$ cat src/rtl/icache_refill_ctrl_pkg.sv
// Shared definitions for the instruction-cache refill controller: widths,
// refill FSM encoding and the number of bytes gathered per cache word.
package cpu_defs;

    localparam int XLEN       = 32;
    localparam int FILL_BYTES = 4;

    typedef enum logic [1:0] {
        IDLE = 2'd0,
        REQ  = 2'd1,
        READ = 2'd2,
        FILL = 2'd3
    } refill_state_e;

endpackage

$ cat src/rtl/icache_refill_ctrl_refill_byte_gather.sv
// Collects the bytes returned by the byte-wide memory bus into one
// little-endian word, delaying each issue strobe by the read latency.
module refill_byte_gather
    import cpu_defs::*;
#(
    parameter int LAT = 1
) (
    input  logic                      clk_i,
    input  logic                      rst_i,
    input  logic                      en_i,
    input  logic                      clear_i,
    input  logic                      issue_i,
    input  logic [7:0]                din_i,
    output logic                      done_o,
    output logic [8*FILL_BYTES-1:0]   word_o
);

    logic [2:0]              recv_cnt_q, recv_cnt_d;
    logic [LAT-1:0]          pipe_q, pipe_d;
    logic [8*FILL_BYTES-1:0] buf_q, buf_d;
    logic                    cap;

    always_comb begin
        recv_cnt_d = recv_cnt_q;
        buf_d      = buf_q;
        pipe_d     = (pipe_q << 1) | LAT'(issue_i);
        cap        = pipe_q[LAT-1] && !clear_i;
        // The buffer survives a clear so the FILL cycle can still present it.
        if (clear_i) begin
            recv_cnt_d = 3'd0;
            pipe_d     = '0;
        end else if (cap) begin
            buf_d[8*recv_cnt_q[1:0] +: 8] = din_i;
            recv_cnt_d = recv_cnt_q + 3'd1;
        end
        done_o = cap && (recv_cnt_q == 3'(FILL_BYTES - 1));
    end

    always_ff @(posedge clk_i or posedge rst_i) begin
        if (rst_i) begin
            recv_cnt_q <= 3'd0;
            pipe_q     <= '0;
            buf_q      <= '0;
        end else if (en_i) begin
            recv_cnt_q <= recv_cnt_d;
            pipe_q     <= pipe_d;
            buf_q      <= buf_d;
        end
    end

    assign word_o = buf_q;

endmodule

$ cat src/rtl/icache_refill_ctrl.sv
// Direct-mapped I-cache refill sequencer: 0-cycle hits, byte-wide 4-byte
// refill on miss with FILL bypass. Optional hit/miss counters: ICACHE_STATS_EN.
module icache_refill_ctrl
    import cpu_defs::*;
#(
    parameter int XLEN           = cpu_defs::XLEN,
    parameter int MEM_RD_LATENCY = 1
) (
    input  logic            clk_in,
    input  logic            rst_in,
    input  logic            rdy_in,
    input  logic            flush,
    input  logic            fetch_valid,
    input  logic [XLEN-1:0] fetch_addr,
    output logic            fetch_ready,
    output logic [XLEN-1:0] fetch_inst,
    output logic [XLEN-1:0] cache_addr,
    input  logic            cache_hit,
    input  logic [XLEN-1:0] cache_data,
    output logic            cache_update,
    output logic [XLEN-1:0] cache_update_addr,
    output logic [XLEN-1:0] cache_update_data,
    output logic            mem_req,
    input  logic            mem_grant,
    output logic            mem_rd_en,
    output logic [XLEN-1:0] mem_a,
    input  logic [7:0]      mem_din
`ifdef ICACHE_STATS_EN
    ,
    output logic [31:0]     hit_cnt,
    output logic [31:0]     miss_cnt
`endif
);

    refill_state_e   state_q, state_d;
    logic [XLEN-1:0] miss_addr_q, miss_addr_d;
    logic [2:0]      issue_cnt_q, issue_cnt_d;
    logic            gather_clear;
    logic            gather_done;
    logic [31:0]     gather_word;

    assign gather_clear = (state_q != READ) || flush;

    refill_byte_gather #(
        .LAT (MEM_RD_LATENCY)
    ) u_gather (
        .clk_i   (clk_in),
        .rst_i   (rst_in),
        .en_i    (rdy_in),
        .clear_i (gather_clear),
        .issue_i (mem_rd_en),
        .din_i   (mem_din),
        .done_o  (gather_done),
        .word_o  (gather_word)
    );

    always_comb begin
        state_d           = state_q;
        miss_addr_d       = miss_addr_q;
        issue_cnt_d       = issue_cnt_q;
        fetch_ready       = 1'b0;
        fetch_inst        = '0;
        cache_addr        = '0;
        cache_update      = 1'b0;
        cache_update_addr = '0;
        cache_update_data = '0;
        mem_req           = 1'b0;
        mem_rd_en         = 1'b0;
        mem_a             = '0;
        // Outputs read as zero while reset is held, even though IDLE would
        // otherwise pass fetch_addr straight through.
        if (!rst_in) begin
            unique case (state_q)
                IDLE: begin
                    cache_addr = fetch_addr;
                    if (fetch_valid && !flush) begin
                        if (cache_hit) begin
                            fetch_ready = rdy_in;
                            fetch_inst  = rdy_in ? cache_data : '0;
                        end else begin
                            miss_addr_d = fetch_addr;
                            state_d     = REQ;
                        end
                    end
                end
                REQ: begin
                    mem_req = 1'b1;
                    if (flush) begin
                        state_d = IDLE;
                    end else if (mem_grant) begin
                        state_d     = READ;
                        issue_cnt_d = 3'd0;
                    end
                end
                READ: begin
                    mem_req = 1'b1;
                    if (flush) begin
                        state_d = IDLE;
                    end else begin
                        if (issue_cnt_q < 3'(FILL_BYTES)) begin
                            mem_rd_en   = rdy_in;
                            mem_a       = miss_addr_q + XLEN'(issue_cnt_q);
                            issue_cnt_d = issue_cnt_q + 3'd1;
                        end
                        if (gather_done) state_d = FILL;
                    end
                end
                FILL: begin
                    cache_update      = rdy_in;
                    cache_update_addr = miss_addr_q;
                    cache_update_data = gather_word;
                    if (fetch_valid && (fetch_addr == miss_addr_q) && !flush) begin
                        fetch_ready = rdy_in;
                        fetch_inst  = rdy_in ? gather_word : '0;
                    end
                    state_d = IDLE;
                end
                default: state_d = IDLE;
            endcase
        end
    end

    always_ff @(posedge clk_in or posedge rst_in) begin
        if (rst_in) begin
            state_q     <= IDLE;
            miss_addr_q <= '0;
            issue_cnt_q <= 3'd0;
        end else if (rdy_in) begin
            state_q     <= state_d;
            miss_addr_q <= miss_addr_d;
            issue_cnt_q <= issue_cnt_d;
        end
    end

`ifdef ICACHE_STATS_EN
    logic        hit_evt, miss_evt;
    logic [31:0] hit_cnt_q, miss_cnt_q;

    assign hit_evt  = (state_q == IDLE) && fetch_valid && cache_hit && !flush;
    assign miss_evt = (state_q == IDLE) && fetch_valid && !cache_hit && !flush;

    always_ff @(posedge clk_in or posedge rst_in) begin
        if (rst_in) begin
            hit_cnt_q  <= 32'd0;
            miss_cnt_q <= 32'd0;
        end else if (rdy_in) begin
            if (hit_evt)  hit_cnt_q  <= hit_cnt_q + 32'd1;
            if (miss_evt) miss_cnt_q <= miss_cnt_q + 32'd1;
        end
    end

    assign hit_cnt  = hit_cnt_q;
    assign miss_cnt = miss_cnt_q;
`endif

endmodule

$ cat config.mk
export PLATFORM = sky130hd
export DESIGN_NAME = icache_refill_ctrl
export DESIGN_NICKNAME = d
export VERILOG_FILES = /design/src/rtl/icache_refill_ctrl_pkg.sv /design/src/rtl/icache_refill_ctrl_refill_byte_gather.sv /design/src/rtl/icache_refill_ctrl.sv
export SDC_FILE = /design/constraint.sdc
export NUM_CORES = 1
export LEC_CHECK = 0
export CORE_MARGIN = 5
export CORE_UTILIZATION = 47
export CTS_BUF_LIST = sky130_fd_sc_hd__clkbuf_8
export DETAILED_ROUTE_END_ITERATION = 8
export PLACE_DENSITY = 0.95
export SLEW_MARGIN = 30
export SYNTH_ARGS = -nofsm -noshare
export SYNTH_HDL_FRONTEND = slang
export SYNTH_HIERARCHICAL = 1
export SYNTH_SLANG_ARGS = --single-unit
$ cat constraint.sdc
create_clock -name clk_in -period 4.65 [get_ports clk_in]
set_input_delay 1.395 -clock clk_in [delete_from_list [all_inputs] [get_ports clk_in]]
set_output_delay 1.395 -clock clk_in [all_outputs]
set_load 0.05 [all_outputs]
* After elaboration in Yosys (flattened, before gate mapping) *
Index checks and enable logic that the tools add are counted.

cells by class
  add/subtract/negate cells = 4
  magnitude comparators = 1
  eq/ne operators = 14
  shifts and indexed selects = 2
  mux-type cells = 46
  bitwise logic cells = 3
  reductions and logical operators = 17

operator list
  cell                       count
  $mux W32                   16
  $pmux W32 S2               1
  $neg A5 Y34                1
  $shift A8 B34 Y32 const A  1
  $shiftx A8 B34 Y32         1
  $add A32 B3 Y32            1
  $bwmux W32                 1
  $eq A32 B32 Y1             1
  $mux W3                    6
  $ne A2 B2 Y1 const B       7
  $mux W1                    13
  $mux W2                    6
  $pmux W2 S4                1
  $reduce_and A7 Y1          1
  $add A3 B1 Y3 const B      2
  $ne A3 B3 Y1 const B       2
  $pmux W3 S2                1
  $reduce_and A6 Y1          1
  $logic_and A1 B1 Y1        5
  $reduce_and A5 Y1          1
  $eq A2 B2 Y1 const B       2
  $reduce_bool A2 Y1         2
  $eq A3 B2 Y1 const B       1
  $lt A3 B3 Y1 const B       1
  9 further kinds            12

storage, ports and cells
  register bits after elaboration = 73
  output and inout port bits = 164
  logic and storage cells = 93

* Depth between registers and ports, before layout *
  depth in word-level cells = 8
  mapped depth = 9

* Modules after synthesis *
The synthesis kept the hierarchy.

by module, submodules not included
  module              instances  cells each  area an instance (um^2)  seq. area each (um^2)
  icache_refill_ctrl  1          466         3,882.5                  925.9
  refill_byte_gather  1          123         1,555.2                  900.9

* Least setup slack after synthesis *
OpenSTA, ideal clock, no wires.

  kind = input-to-output
  from = input flush
  to = output mem_a[29]
  arrival = 3.243 ns
  setup slack = 0.012 ns
  stages = 5
  buffers on the path = 0
  cell sequence = nand2b_1 > or2_2 > nor2_1 > nand2_1 > o21ai_0

between the ends
  word-level cells in the longest chain between the ends = 3

RTL lines
  element      line                      text
  from (decl)  icache_refill_ctrl.sv:12  input logic flush,
  $mux W32     icache_refill_ctrl.sv:97  if (flush) begin
  $mux W32     icache_refill_ctrl.sv:73  unique case (state_q)
  $mux W32     icache_refill_ctrl.sv:72  if (!rst_in) begin
  to (decl)    icache_refill_ctrl.sv:26  output logic [XLEN-1:0] mem_a,

Every way passes these cells.

* Worst setup path after layout *
  from = input fetch_addr[29]
  to = output fetch_inst[17]

between the ends
  word-level cells in the longest chain between the ends = 6

RTL lines
  element                           line                       text
  from (decl)                       icache_refill_ctrl.sv:14   input logic [XLEN-1:0] fetch_addr,
  $eq A32 B32 Y1                    icache_refill_ctrl.sv:112  if (fetch_valid && (fetch_addr == miss_addr_q) && !flush) begin
  $logic_and A1 B1 Y1 (2 in a row)  icache_refill_ctrl.sv:112
  $mux W32                          icache_refill_ctrl.sv:112
  $pmux W32 S2                      icache_refill_ctrl.sv:73
  $mux W32                          icache_refill_ctrl.sv:72
  to (decl)                         icache_refill_ctrl.sv:16   output logic [XLEN-1:0] fetch_inst,

Every way passes these cells.

==> summary.md <==
| Metric | Value |
|---|---|
| I/O pin count | 243 |
| CP max FO | 8 |
| Synth area leader | dfrtp_1 |
| Vias per cell | 7.266 |
| Maxcap violations | 0 |
| Utilization after layout | 92.97% |
| Clk root buf | clkbuf_8 |
| CTS tree | yes |
| Layout Nets | 930 |
| Relative slew margins | 44.37% |
| RR Startpoint | state_q[0] |
| Final WS setup | -0.4199 ns |
| Synth cell count leaders | 99 x and2_1, 73 x dfrtp_1, 53 x a22o_1 |
| Total gr overflow | 0 |
| Clock Path Buffers | 2 |
| Status | finished with violations |
| Metal3 WL | 4616 um |
| Setup-failing EPs final | 41 |
| Max rail drop VDD | 0.3094 mV |
| R2r endpoint | u_gather/word_o[9] |
| Share of post-route cells with drive strength above 1 | 41.90% |
| HP Start | u_gather/word_o[0] |
| Max Freq | 197.2 MHz |
| DP HPWL | 18320 um |
| First-pass GRT wire length | 44400 um |
| Mean area per synthesized cell | 9.232 um^2 |
| Ys Warns | 6 |
| Kind of critical path | primary input to output pin |
| R2r setup slk | 1.67 ns |
| Core area | 11370 um^2 |
| Fin. max-slew vios | 0 |
| Post-DRT Antenna Nets | 0 |
| WL/cell | 36.16 um |
| CP endpoint kind | output pin |
| Die Height | 117.6 um |
| Drt first-iter violations | 1322 |
| EDFF count, synth | 0 |
| Placement-stage cell area | 9729 um^2 |
| Routability cong. | 0.8694 |
| # H-tree levels | 3 |
| Failing checks | setup timing |
| Die footprint | 13820 um^2 |
| Startpoint type of the worst setup path | primary input |
| Initial antenna violation count | 1 |
| Placed cell count | 957 |
| Starting density of the core | 47.83% |
| Highest metal used | met5 |
| Yosys cell types | 53 |
| Met1 WL | 10920 um |
| CTS buffer count | 9 |
| Synth Register Bits | 73 |
| Least-Margin Pin Slew | 0.8282 ns |
| Clk sinks | 73 |
| Leakage | 0.004628 uW |
| Seq pwr share | 31.8% |
| DRC viols | 0 |
| Arrival time worst endpoint | 3.67 ns |
| Ys flop type | dfrtp_1 |
| Register area share after synthesis | 33.59% |
| Post-synth ARST share | 100.0% |
| Largest net degree at the start of global routing | 51 |
| Synth area leaders | dfrtp_1 34%, and2_1 11%, a22o_1 8.5% |
| Mapped Nets | 684 |
| Worst-Skew Late Latency | 0.36 ns |
| R2R depth | 7 |
| Die Span X | 117.6 um |
| # diodes | 0 |
| Standard-cell rows | 39 |
| Share of total power in combinational logic | 51.2% |
| Post-Layout Cell Count | 983 |
| Vias in the first global route | 6827 |
| Most frequent cell after synthesis | and2_1 |
| Final setup skew | 0.01349 ns |
| Setup TNS | -11.56 ns |
| RSZ-0062 raised after global routing | yes |
| P per Cell Area | 343.2 nW/um^2 |
| Met2 WL post-DR | 16010 um |
| Gate Count Post-Synth | 589 |
| Area Overhead vs Synth | 94.38% |
| Via count | 7142 |
| Final critical-path share of the clock period | 109.0% |
| Post-Route WL | 35540 um |
| DRT Pass-1 Iters | 8 |
| Post-synth top area share | 33.59% |
| Worst Hold Class | flip-flop to flip-flop |
| Worst EP required | 3.25 ns |
| Switching Fraction | 48.37% |
| Final-report hold violation count | 0 |
| Hold Path Cell Cnt | 2 |
| IO buf count | 242 |
| Finished layout cell area | 10570 um^2 |
| Clock share of power | 17.0% |
| Fin crit period | 5.070 ns |
| Hold buffer count at cts | 0 |
| Int Power | 1873 uW |
| Total track usage | 41.23% |
| Sw Pwr | 1755 uW |
| Hold EP | u_gather/word_o[0] |
| Clock-pin transition on the worst setup and hold timing paths | 0.08 ns |
| Layout fillers | 293 |
| Post-Syn Area | 5438 um^2 |
==> worst max-delay path by stage <==
stage / from / to / cells past startpoint
floorplan: flush / mem_a[29] / 5
global placement: fetch_addr[10] / fetch_inst[2] / 9
detailed placement: fetch_addr[10] / fetch_inst[17] / 9
CTS: fetch_addr[12] / fetch_inst[3] / 9
global route: fetch_addr[29] / fetch_inst[11] / 9
finish: fetch_addr[29] / fetch_inst[17] / 9
==> layer usage <==
metal	track usage, %	up-vias
li1	-	2531
met1	46.78	3299
met2	69.20	948
met3	8.457	362
met4	28.46	2
met5	0	-
==> final cells by class <==
class	count	area, um^2	share of cell area (%)
timing repair buffer	282	4404	41.67
clock inverter	7	103.9	0.9825
multi-input combinational	453	3872	36.64
tap	143	178.9	1.693
clock buffer	9	123.9	1.172
sequential	73	1827	17.28
inverter	16	60.06	0.5682
==> metrics by stage <==
stage / hold WS [ns] / setup WS, ns / power (uW)
after floorplan: 0.4498 / 0.01236 / 1883
after global placement: 0.4616 / -0.5200 / 2520
after detailed placement: 0.4721 / -0.6009 / 2631
after CTS: 0.4912 / -0.1856 / 3286
after global routing: 0.5849 / -0.4189 / 3683
final: 0.5906 / -0.4199 / 3628
==> placed cells by master, fill, tap and decap left out, types with 3 or more instances in the layout <==
master             n
nor2b_1            4
nand2_1           35
clkdlybuf4s15_1    5
xor2_2            11
buf_6              8
inv_1             16
a21oi_1            4
clkbuf_2           9
ha_1              15
and2_1            99
nor2_1            29
nor4_2             7
nor3_1             8
clkdlybuf4s50_1   46
a32o_2             3
o21ai_0           24
a22o_4            27
nor2_2             4
nor3_4             3
dfrtp_1           73
nor4_1             5
clkbuf_8           9
buf_4             29
nand3_1            8
nor4_4             5
xor2_1            24
a22o_1            26
mux2_2            30
dlymetal6s2s_1     4
dlygate4sd2_1     10
nand2b_1           4
buf_12           167
xnor2_1           20
nand4_1            9
==> flip-flops by register name (all words and copies together), names as in the netlist <==
register,flops
u_gather/word_o,32
u_gather/recv_cnt_q,3
issue_cnt_q,3
u_gather/pipe_q,1
state_q,2
miss_addr_q,32
==> worst max-delay path, cell delays in order <==
cell and delay [ns]:
clkdlybuf4s50_1 0.59, xor2_1 0.58, nor3_2 0.12, nor4b_4 0.17
buf_6 0.14, buf_6 0.13, buf_12 0.14, a22o_4 0.25
buf_12 0.15
==> what timing repair did <==
action,4_1_cts,5_1_grt
gates cloned,2,1
pin swaps,15,19
buffers inserted,5,3
setup endpoints to repair,46,56
gates resized for setup,90,65
==> kinds of logic after synthesis <==
logic type / synth area share [%]
muxes: 6.581
DFF: 33.59
xor gates and xnor gates: 9.181
and+or+nand+nor: 28.90
adders and majority gates: 3.820
buffers and inverters: 5.223
AOI/OAI and AO/OA: 12.70
==> power groups by stage <==
| stage | clock network (uW) | logic, uW | registers, uW |
|---|---|---|---|
| global route | 623 | 1900 | 1160 |
| finish | 615 | 1860 | 1150 |
| global placement | 0 | 1480 | 1040 |
| CTS | 578 | 1620 | 1090 |
| floorplan | 0 | 976 | 907 |
| detailed placement | 0 | 1550 | 1080 |
(Power assumes the default switching activity.)
